**src/rtl/vend_pkg.sv**
```systemverilog
// Shared types and constants for the multi-product vending controller.
// Holds the FSM state encoding and the credited value of each coin strobe.
package vend_pkg;

  typedef enum logic [1:0] {
    S_IDLE   = 2'd0,
    S_CREDIT = 2'd1,
    S_VEND   = 2'd2,
    S_CHANGE = 2'd3
  } vend_state_e;

  localparam logic [2:0] COIN_1_VAL = 3'd1;
  localparam logic [2:0] COIN_2_VAL = 3'd2;
  localparam logic [2:0] COIN_5_VAL = 3'd5;

  // Only meaningful when at most one strobe is high; callers reject multi-coin cycles.
  function automatic logic [2:0] coin_value(input logic c1, input logic c2, input logic c5);
    return ({3{c1}} & COIN_1_VAL) | ({3{c2}} & COIN_2_VAL) | ({3{c5}} & COIN_5_VAL);
  endfunction

endpackage

```
**src/rtl/vend_change_ctr.sv**
```systemverilog
// Change-return down-counter: a load of R emits R one-cycle change pulses on enabled cycles.
// The first pulse is issued on the load edge itself, so the remaining count after load is R-1.
module vend_change_ctr #(
  parameter int CNT_W = 5
) (
  input  logic             clk,
  input  logic             rst_n,
  input  logic             ena,
  input  logic             load,
  input  logic [CNT_W-1:0] load_val,
  output logic             change_pulse,
  output logic             done
);

  logic [CNT_W-1:0] count_q, count_d;
  logic             pulse_q, pulse_d;

  // Pulses are strobes: a frozen cycle clears the pulse but keeps the remaining count.
  always_comb begin
    count_d = count_q;
    pulse_d = 1'b0;
    if (ena) begin
      if (load && (load_val != '0)) begin
        count_d = load_val - CNT_W'(1);
        pulse_d = 1'b1;
      end else if (count_q != '0) begin
        count_d = count_q - CNT_W'(1);
        pulse_d = 1'b1;
      end
    end
  end

  always_ff @(posedge clk or negedge rst_n) begin
    if (!rst_n) begin
      count_q <= '0;
      pulse_q <= 1'b0;
    end else begin
      count_q <= count_d;
      pulse_q <= pulse_d;
    end
  end

  assign change_pulse = pulse_q;
  assign done         = (count_q == '0);

endmodule

```
**src/rtl/vend_fsm_multi.sv**
```systemverilog
// Multi-product vending controller: coin crediting, priced purchase, and unit-by-unit change return.
// Define VEND_REFUND_EN to let cancel in CREDIT refund the full credit as change pulses.
module vend_fsm_multi
  import vend_pkg::*;
#(
  parameter int N_PROD     = 4,
  parameter int CREDIT_W   = 5,
  parameter int MAX_CREDIT = 20,
  parameter int PRICE_BASE = 3,
  parameter int PRICE_STEP = 1
) (
  input  logic                      clk,
  input  logic                      rst_n,
  input  logic                      ena,
  input  logic                      coin_1,
  input  logic                      coin_2,
  input  logic                      coin_5,
  input  logic [$clog2(N_PROD)-1:0] sel,
  input  logic                      buy,
  input  logic                      cancel,
  output logic                      vend_valid,
  output logic [$clog2(N_PROD)-1:0] vend_id,
  output logic                      change_pulse,
  output logic                      coin_reject,
  output logic [CREDIT_W-1:0]       credit,
  output logic                      busy
);

  localparam int SEL_W = $clog2(N_PROD);
  localparam int PW    = CREDIT_W + 8;
  localparam logic [SEL_W:0]    N_PROD_L = (SEL_W + 1)'(N_PROD);
  localparam logic [CREDIT_W:0] MAX_L    = (CREDIT_W + 1)'(MAX_CREDIT);

  vend_state_e         state_q, state_d;
  logic [CREDIT_W-1:0] credit_q, credit_d;
  logic                vend_valid_q, vend_valid_d;
  logic [SEL_W-1:0]    vend_id_q, vend_id_d;
  logic                coin_reject_q, coin_reject_d;
  logic                busy_q, busy_d;

  logic                chg_load;
  logic                chg_done;
  logic                any_coin;
  logic                multi_coin;
  logic [2:0]          coin_val;
  logic [CREDIT_W:0]   coin_sum;
  logic                coin_over;
  logic [PW-1:0]       price;
  logic                buy_ok;
  logic                cancel_ok;

  assign any_coin   = coin_1 | coin_2 | coin_5;
  assign multi_coin = (coin_1 & coin_2) | (coin_1 & coin_5) | (coin_2 & coin_5);
  assign coin_val   = coin_value(coin_1, coin_2, coin_5);
  assign coin_sum   = {1'b0, credit_q} + (CREDIT_W + 1)'(coin_val);
  assign coin_over  = (coin_sum > MAX_L);

  assign price  = PW'(PRICE_BASE) + PW'(sel) * PW'(PRICE_STEP);
  assign buy_ok = buy && (state_q == S_CREDIT) && ({1'b0, sel} < N_PROD_L)
                  && (PW'(credit_q) >= price);

`ifdef VEND_REFUND_EN
  assign cancel_ok = cancel && (state_q == S_CREDIT);
`else
  logic unused_cancel;
  assign unused_cancel = cancel;
  assign cancel_ok     = 1'b0;
`endif

  // Priority is cancel > buy > coin; any coin not credited this cycle is bounced back.
  always_comb begin
    state_d       = state_q;
    credit_d      = credit_q;
    vend_valid_d  = 1'b0;
    vend_id_d     = vend_id_q;
    coin_reject_d = 1'b0;
    chg_load      = 1'b0;
    if (ena) begin
      unique case (state_q)
        S_IDLE, S_CREDIT: begin
          if (cancel_ok) begin
            state_d       = S_CHANGE;
            chg_load      = 1'b1;
            credit_d      = credit_q - CREDIT_W'(1);
            coin_reject_d = any_coin;
          end else if (buy_ok) begin
            state_d       = S_VEND;
            credit_d      = credit_q - price[CREDIT_W-1:0];
            vend_valid_d  = 1'b1;
            vend_id_d     = sel;
            coin_reject_d = any_coin;
          end else if (any_coin) begin
            if (multi_coin || coin_over) begin
              coin_reject_d = 1'b1;
            end else begin
              credit_d = coin_sum[CREDIT_W-1:0];
              state_d  = S_CREDIT;
            end
          end
        end
        S_VEND: begin
          coin_reject_d = any_coin;
          if (credit_q != '0) begin
            state_d  = S_CHANGE;
            chg_load = 1'b1;
            credit_d = credit_q - CREDIT_W'(1);
          end else begin
            state_d = S_IDLE;
          end
        end
        S_CHANGE: begin
          coin_reject_d = any_coin;
          if (chg_done) begin
            state_d = S_IDLE;
          end else begin
            credit_d = credit_q - CREDIT_W'(1);
          end
        end
        default: state_d = S_IDLE;
      endcase
    end
    busy_d = (state_d == S_VEND) || (state_d == S_CHANGE);
  end

  always_ff @(posedge clk or negedge rst_n) begin
    if (!rst_n) begin
      state_q       <= S_IDLE;
      credit_q      <= '0;
      vend_valid_q  <= 1'b0;
      vend_id_q     <= '0;
      coin_reject_q <= 1'b0;
      busy_q        <= 1'b0;
    end else begin
      state_q       <= state_d;
      credit_q      <= credit_d;
      vend_valid_q  <= vend_valid_d;
      vend_id_q     <= vend_id_d;
      coin_reject_q <= coin_reject_d;
      busy_q        <= busy_d;
    end
  end

  vend_change_ctr #(
    .CNT_W(CREDIT_W)
  ) u_change (
    .clk         (clk),
    .rst_n       (rst_n),
    .ena         (ena),
    .load        (chg_load),
    .load_val    (credit_q),
    .change_pulse(change_pulse),
    .done        (chg_done)
  );

  assign vend_valid  = vend_valid_q;
  assign vend_id     = vend_id_q;
  assign coin_reject = coin_reject_q;
  assign credit      = credit_q;
  assign busy        = busy_q;

endmodule
```
**config.mk**
```make
export PLATFORM = sky130hd
export DESIGN_NAME = vend_fsm_multi
export DESIGN_NICKNAME = d
export VERILOG_FILES = /design/src/rtl/vend_pkg.sv /design/src/rtl/vend_change_ctr.sv /design/src/rtl/vend_fsm_multi.sv
export SDC_FILE = /design/constraint.sdc
export NUM_CORES = 1
export LEC_CHECK = 0
export BUFFER_PORTS_ARGS = -buffer_cell sky130_fd_sc_hd__buf_2
export CELL_PAD_IN_SITES_DETAIL_PLACEMENT = 0
export CELL_PAD_IN_SITES_GLOBAL_PLACEMENT = 1
export CORE_MARGIN = 5
export CORE_UTILIZATION = 47
export CTS_CLUSTER_SIZE = 24
export DETAILED_ROUTE_END_ITERATION = 10
export GPL_TIMING_DRIVEN = 0
export PLACE_DENSITY = 0.85
export SYNTH_ARGS = -nofsm -noshare
export SYNTH_HDL_FRONTEND = slang
export SYNTH_SLANG_ARGS = --single-unit
export TNS_END_PERCENT = 10
```
**constraint.sdc**
```tcl
create_clock -name clk -period 4.21 [get_ports clk]
set_clock_uncertainty 0.05 [all_clocks]
set_input_delay 0.2105 -clock clk [delete_from_list [all_inputs] [get_ports clk]]
set_output_delay 0.2105 -clock clk [all_outputs]
set_load 0.01 [all_outputs]
```
==> results.md, run 1 <==
* Area growth syn-to-layout at 12.60%
* Post-CTS resize count at 0
* I/O pin count at 21
* WL final at 3056 µm
* Max incr delay on CP at 0.45 ns
* Row count at 20
* Clk slew on worst S/H paths at 0.10 ns
* Post-CTS setup buffers at 0
* RSZ-0062 raised after global routing: no
* Area leader, netlist: dfrtp_1
* DP Wirelength at 2528 µm
* Worst hold slack at 0.1142 ns
* Worst R2R Setup Slack at 1.58 ns
* Crit path max fanout at 6
* DR iter-0 viols at 43
* EDFF count, synth at 0
* Routed WL per cell at 14.35 µm
* Area after DPL at 1587 µm²
* CTS tree: built
* Post-synthesis sequential area ratio at 0.3106
* Pleak at 0.7668 nW
* Via density at 5.408
* Setup crit end: credit[1]
* Antenna violations before repair at 0
* Clk Latency, worst-skew pair at 0.30 ns
* Max cap viols at 0
* Cells after Synth at 156
* Crit. Startpoint: credit[0]
* Share of cells above drive strength 1 at 0.2389
* Top cells by count, synth: dfrtp_1 (18), inv_1 (15), nand2_1 (15)
* Clock buffer depth at 2
* Critical path, cell by cell: ha_1 -> inv_1 -> fa_1 -> xor2_1 -> a21oi_1 -> o21ba_1 -> o221ai_2 -> o22ai_2 -> nand2_2 -> mux2_4
* GPL Wtd Cong at 0.8596
* Status: finished, final reports clean
* H-tree depth at 1
* Port Buffers at 19
* CP arrival at 2.77 ns
* Worst Setup End Kind: flop
* Final Cycle Share at 0.6254
* Grt total ovfl at 0
* Setup tns final at 0 ns
* Root buffer cell: clkbuf_4
* Initial Utilization at 0.4829
* # setup viols final at 0
* Max_slew headroom at 0.5837
* Antenna Nets Post-Route at 0
* CTS Hold Bufs at 1
* Reg-to-Reg End: credit[1]
* Cell area after synthesis at 1450 µm²
* CP Launch Type: flop
* Die H at 65.55 µm
* Overall die area at 4296 µm²
* Final net count at 203
* DRC Markers at 0
* Worst slew pin tran at 0.6211 ns
* Clock Sinks at 18
* Critical Path RT at 4.35 ns
* Largest net degree at the start of global routing at 19
* Peak supply drop at 273.4 µV
* Post-Place Setup Slack at 1.504 ns
* Die W at 65.55 µm
* Share of the synthesized area in the top cell type at 0.3106
* GRT Total Usage at 0.1513
* Final min period at 2.633 ns
* Synthesized area per cell at 9.296 µm²
* Final hold violation count at 0
* Worst reg2reg startpoint: credit[0]
* Most common cell in the synthesized netlist: dfrtp_1
* Vias in the first global route at 1078
* Max-slew violation count at 0
* Synthesized flop and latch total at 18
* Antenna diode count at 0
* Slowest cell on crit path: dfrtp_1
* DRT Pass-1 Iters at 5
* Asr flop ratio synth at 1.000
* Core area at 3003 µm²
* WS Path Type: reg2reg
* Power Density at 741.9 nW/µm²
* Clock buffers created by TritonCTS at 3
* YS warnings at 0
* Fmax at 379.8 MHz
* Worst min path class: in2reg
* Top cells by area, synth: dfrtp_1 (31%), ha_1 (8.6%), a21oi_1 (4.1%)
* Synthesized Nets at 178
* Via Count at 1152
* Post-synth top flop: dfrtp_1
* Final worst-path setup slack at 1.577 ns
* Synth cell types at 50
* Design Area, Final at 1633 µm²
* First-pass GRT wire length at 5064 µm
* Reg2Reg Depth at 10
-- placed cells by master, fill, tap and decap left out, drive strengths merged, types with 2 or more instances in the layout --
cell,netlist,routed
buf,5,24
nor4,2,2
nor3,4,4
nand2,17,17
fa,2,2
a21oi,12,12
nand2b,5,5
a211oi,2,2
mux2i,4,4
ha,10,10
dfrtp,18,18
nor3b,2,2
xor2,6,6
o22a,4,4
nand3,2,2
xnor2,5,5
nor2b,2,2
o21ai,11,11
nor2,10,10
inv,15,15
clkbuf,1,5
-- metrics by stage --
step	util	power [W]	std cells
finish	0.5438	0.001211	213
CTS	0.5438	0.001227	213
floorplan	-	0.0009276	156
detailed placement	0.5283	0.001118	208
global placement	0.5283	0.001093	208
global route	0.5438	0.001331	213
-- per-layer routing --
| metal | global-route usage | wire length [µm] | vias to the layer above |
|---|---|---|---|
| met1 | 0.2019 | 1448 | 540 |
| met2 | 0.2566 | 1503 | 21 |
| met3 | 0.01026 | 77 | 4 |
| met5 | 0 | 0 | - |
| li1 | - | - | 587 |
| met4 | 0.05440 | 27 | 0 |
-- cell families after synthesis --
group / Yosys count / share of synthesized area
AND/OR/NAND/NOR: 48 / 0.1950
AO/OA/AOI/OAI: 41 / 0.2105
buffers and inverters: 21 / 0.06556
flip-flops: 18 / 0.3106
adder cells (fa/ha/maj): 12 / 0.1139
XOR/XNOR: 11 / 0.06643
multiplexers: 5 / 0.03796
-- registers in the layout (all words and copies together), names as in the netlist --
register and flops:
busy 1, coin_reject 1, credit 5, state_q 2, u_change.change_pulse 1, u_change.count_q 5, vend_id 2, vend_valid 1
-- worst min path at each step --
stage | to | cells past startpoint | slack [ns] | start
finish | state_q[0] | 2 | 0.11 | ena
global route | state_q[0] | 2 | 0.13 | ena
CTS | state_q[0] | 2 | 0.11 | ena
detailed placement | u_change.count_q[0] | 1 | 0.11 | rst_n
global placement | u_change.count_q[1] | 1 | 0.11 | rst_n
floorplan | busy | 0 | -0.14 | rst_n
-- final cells by class --
type	instances	area [µm²]
buffer	6	38.79
clock buffer	4	36.28
fill	287	1370
inverter	15	56.30
multi-input combinational	117	904.6
sequential	18	450.4
tap	33	41.29
timing repair buffer	20	105.1
-- where the power goes --
part           switching, W  internal (W)
clock network     0.0000538     0.0000528
registers         0.0000699      0.000250
logic              0.000430      0.000355
-- critical path: cells and delay by family (launching register included) --
| family | cells | cell delay (ns) |
|---|---|---|
| AO/OA/AOI/OAI | 4 | 0.70 |
| XOR/XNOR | 1 | 0.18 |
| adder cells (fa/ha/maj) | 2 | 0.64 |
| buffers and inverters | 1 | 0.06 |
| flip-flops | 1 | 0.45 |
| multiplexers | 1 | 0.31 |
| AND/OR/NAND/NOR | 1 | 0.15 |
No activity file was read; power rests on OpenSTA's default activity.
==> run 2: changes to the inputs <==
CORE_UTILIZATION = 43   (was 47)
PLACE_DENSITY = 0.79   (was 0.85)
clock period = 2.7 ns   (was 4.21 ns; I/O delays follow)
==> run 2 against run 1 <==
Routed wire length grew 1.2%. Largest cell class unchanged. Power grew 58%. Sequential share of layout area shrank 0.29 points. Critical path type unchanged. Sequential power grew 58%. Register-to-register slack lost 1.4 ns. Critical endpoint unchanged. Via count grew 1.2%.
==> results.md, run 2 (same netlist as run 1, synthesis figures left out) <==
* Final cell count without fillers at 227 (was 213)
* Pleak at 0.7696 nW (was 0.7668 nW)
* Status: finished, final reports clean (unchanged)
* Max_slew headroom at 0.6332 (was 0.5837)
* Setup tns final at 0 ns (unchanged)
* CP Launch Type: flop (unchanged)
* Post-Place Setup Slack at 0.08703 ns (was 1.504 ns)
* WL final at 3094 µm (was 3056 µm)
* Clk pwr share at 0.087 (was 0.088)
* Initial Utilization at 0.4380 (was 0.4829)
* Port Buffers at 19 (unchanged)
* Clock Sinks at 18 (unchanged)
* Power Density at 1152 nW/µm² (was 741.9 nW/µm²)
* Overall die area at 4634 µm² (was 4296 µm²)
* Routed WL per cell at 13.63 µm (was 14.35 µm)
* Final min period at 2.561 ns (was 2.633 ns)
* Worst Setup End Kind: flop (unchanged)
* Peak supply drop at 441.0 µV (was 273.4 µV)
* Via density at 5.137 (was 5.408)
* Clock buffer depth at 2 (unchanged)
* Die H at 68.07 µm (was 65.55 µm)
* Worst slew pin tran at 0.5473 ns (was 0.6211 ns)
* Max-slew violation count at 0 (unchanged)
* Switching pwr at 0.0008728 W (was 0.0005532 W)
* GPL Wtd Cong at 0.8684 (was 0.8596)
* Commonest non-fill, non-tap cell in the layout: buf_2 (unchanged)
* Placed instance count at 221 (was 208)
* Core area at 3311 µm² (was 3003 µm²)
* I/O pin count at 21 (unchanged)
* First-pass GRT wire length at 5361 µm (was 5064 µm)
* CTS tree: built (unchanged)
* Worst min path class: in2reg (unchanged)
* Most frequent cells in the layout: buf_2 (20), dfrtp_1 (16), inv_1 (15), nand2_1 (15), a21oi_1 (12) (was buf_2 (20), dfrtp_1 (18), inv_1 (15), nand2_1 (15), a21oi_1 (12))
* Crit path max fanout at 5 (was 6)
* Final Cycle Share at 0.9485 (was 0.6254)
* Share of cells above drive strength 1 at 0.2541 (was 0.2389)
* Antenna diode count at 0 (unchanged)
* Row count at 21 (was 20)
* Max cap viols at 0 (unchanged)
* Die W at 68.07 µm (was 65.55 µm)
* Largest net degree at the start of global routing at 19 (unchanged)
* Flop pwr share at 0.265 (was 0.264)
* WS Path Type: reg2reg (unchanged)
* H-tree depth at 1 (unchanged)
* Worst Hold Depth at 2 (unchanged)
* Vias in the first global route at 1222 (was 1078)
* Root buffer cell: clkbuf_4 (unchanged)
* Sw frac at 0.4565 (was 0.4566)
* Comb pwr share at 0.648 (about the same)
* Final hold violation count at 0 (unchanged)
* Critical Path RT at 2.84 ns (was 4.35 ns)
* Final net count at 204 (was 203)
* # setup viols final at 0 (unchanged)
* Fmax at 390.5 MHz (was 379.8 MHz)
* DRC Markers at 0 (unchanged)
* Clock buffers created by TritonCTS at 3 (unchanged)
* Area growth syn-to-layout at 14.41% (was 12.60%)
* Clk Latency, worst-skew pair at 0.29 ns (was 0.30 ns)
* DRT Pass-1 Iters at 4 (was 5)
* Reg2Reg Depth at 10 (unchanged)
* Antenna Nets Post-Route at 0 (unchanged)
* Antenna violations before repair at 0 (unchanged)
* Grt total ovfl at 0 (unchanged)
* Final worst-path setup slack at 0.1390 ns (was 1.577 ns)
* Pint at 0.001039 W (was 0.0006583 W)
* CP arrival at 2.70 ns (was 2.77 ns)
* Via Count at 1166 (was 1152)
* DP Wirelength at 2558 µm (was 2528 µm)
* GRT Total Usage at 0.1514 (was 0.1513)
* Clk slew on worst S/H paths at 0.10 ns (about the same)
* DR iter-0 viols at 16 (was 43)
* RSZ-0062 raised after global routing: no (unchanged)
==> run 2: changes by cell type in the layout (fill, tap and decap cells not counted), sizes merged <==
cell,before,now
buf,24,25
==> run 2: what timing repair did <==
item                                    in CTS  in global routing
gates resized for setup                      0                  3
hold buffers                                 1                  0
buffers inserted                             0                  1
endpoints found under the setup margin       0                  2
endpoints found under the hold margin       18                  0
==> run 2: power groups by stage <==
stage	Combinational, W	Sequential, W	Clock, W
finish	0.00124	0.000507	0.000166
floorplan	0.000926	0.000520	0
detailed placement	0.00123	0.000512	0
global route	0.00139	0.000524	0.000183
CTS	0.00124	0.000508	0.000168
global placement	0.00120	0.000506	0
==> run 2: final timing paths <==
| kind | start | to | slack [ns] |
|---|---|---|---|
| setup / recovery | credit[0] | credit[1] | 0.14 |
| hold / removal | ena | state_q[0] | 0.05 |
| setup reg to reg | credit[0] | credit[1] | 0.14 |
| hold reg to reg | vend_id[0] | vend_id[0] | 0.44 |
| max in group asynchronous | rst_n | credit[1] | 2.06 |
| min in group asynchronous | rst_n | u_change.count_q[0] | 0.24 |
==> run 2: final cells by class <==
type                       count  area [µm²]
fill                         335        1652
multi-input combinational    117       904.6
sequential                    18       452.9
timing repair buffer          21       112.6
tap                           46       57.56
inverter                      15       56.30
buffer                         6       38.79
clock buffer                   4       36.28
==> run 2: routing by layer <==
layer  global-route usage  routed length, µm
met1               0.1738               1335
met2               0.2840               1648
met3              0.01806                 51
met4              0.05459                 58
met5                    0                  0
==> run 2: through the flow <==
| step | area (µm²) | hold slack [ns] | utilization | power, W |
|---|---|---|---|---|
| after floorplan | 1450 | -0.2106 | - | 0.001446 |
| after global placement | 1603 | 0.02663 | 0.4841 | 0.001709 |
| after detailed placement | 1603 | 0.03822 | 0.4841 | 0.001743 |
| after CTS | 1649 | 0.05217 | 0.4981 | 0.001915 |
| after global routing | 1659 | 0.06436 | 0.5011 | 0.002098 |
| final | 1659 | 0.04964 | 0.5011 | 0.001912 |
==> run 2: worst max-delay path, cell delays in order (launching register included) <==
cell	delay, ns
dfrtp_2	0.43
ha_1	0.18
inv_1	0.05
fa_1	0.44
xor2_1	0.18
a21oi_1	0.11
o21ba_1	0.16
o221ai_2	0.26
o22ai_2	0.14
nand2_2	0.14
mux2_4	0.30
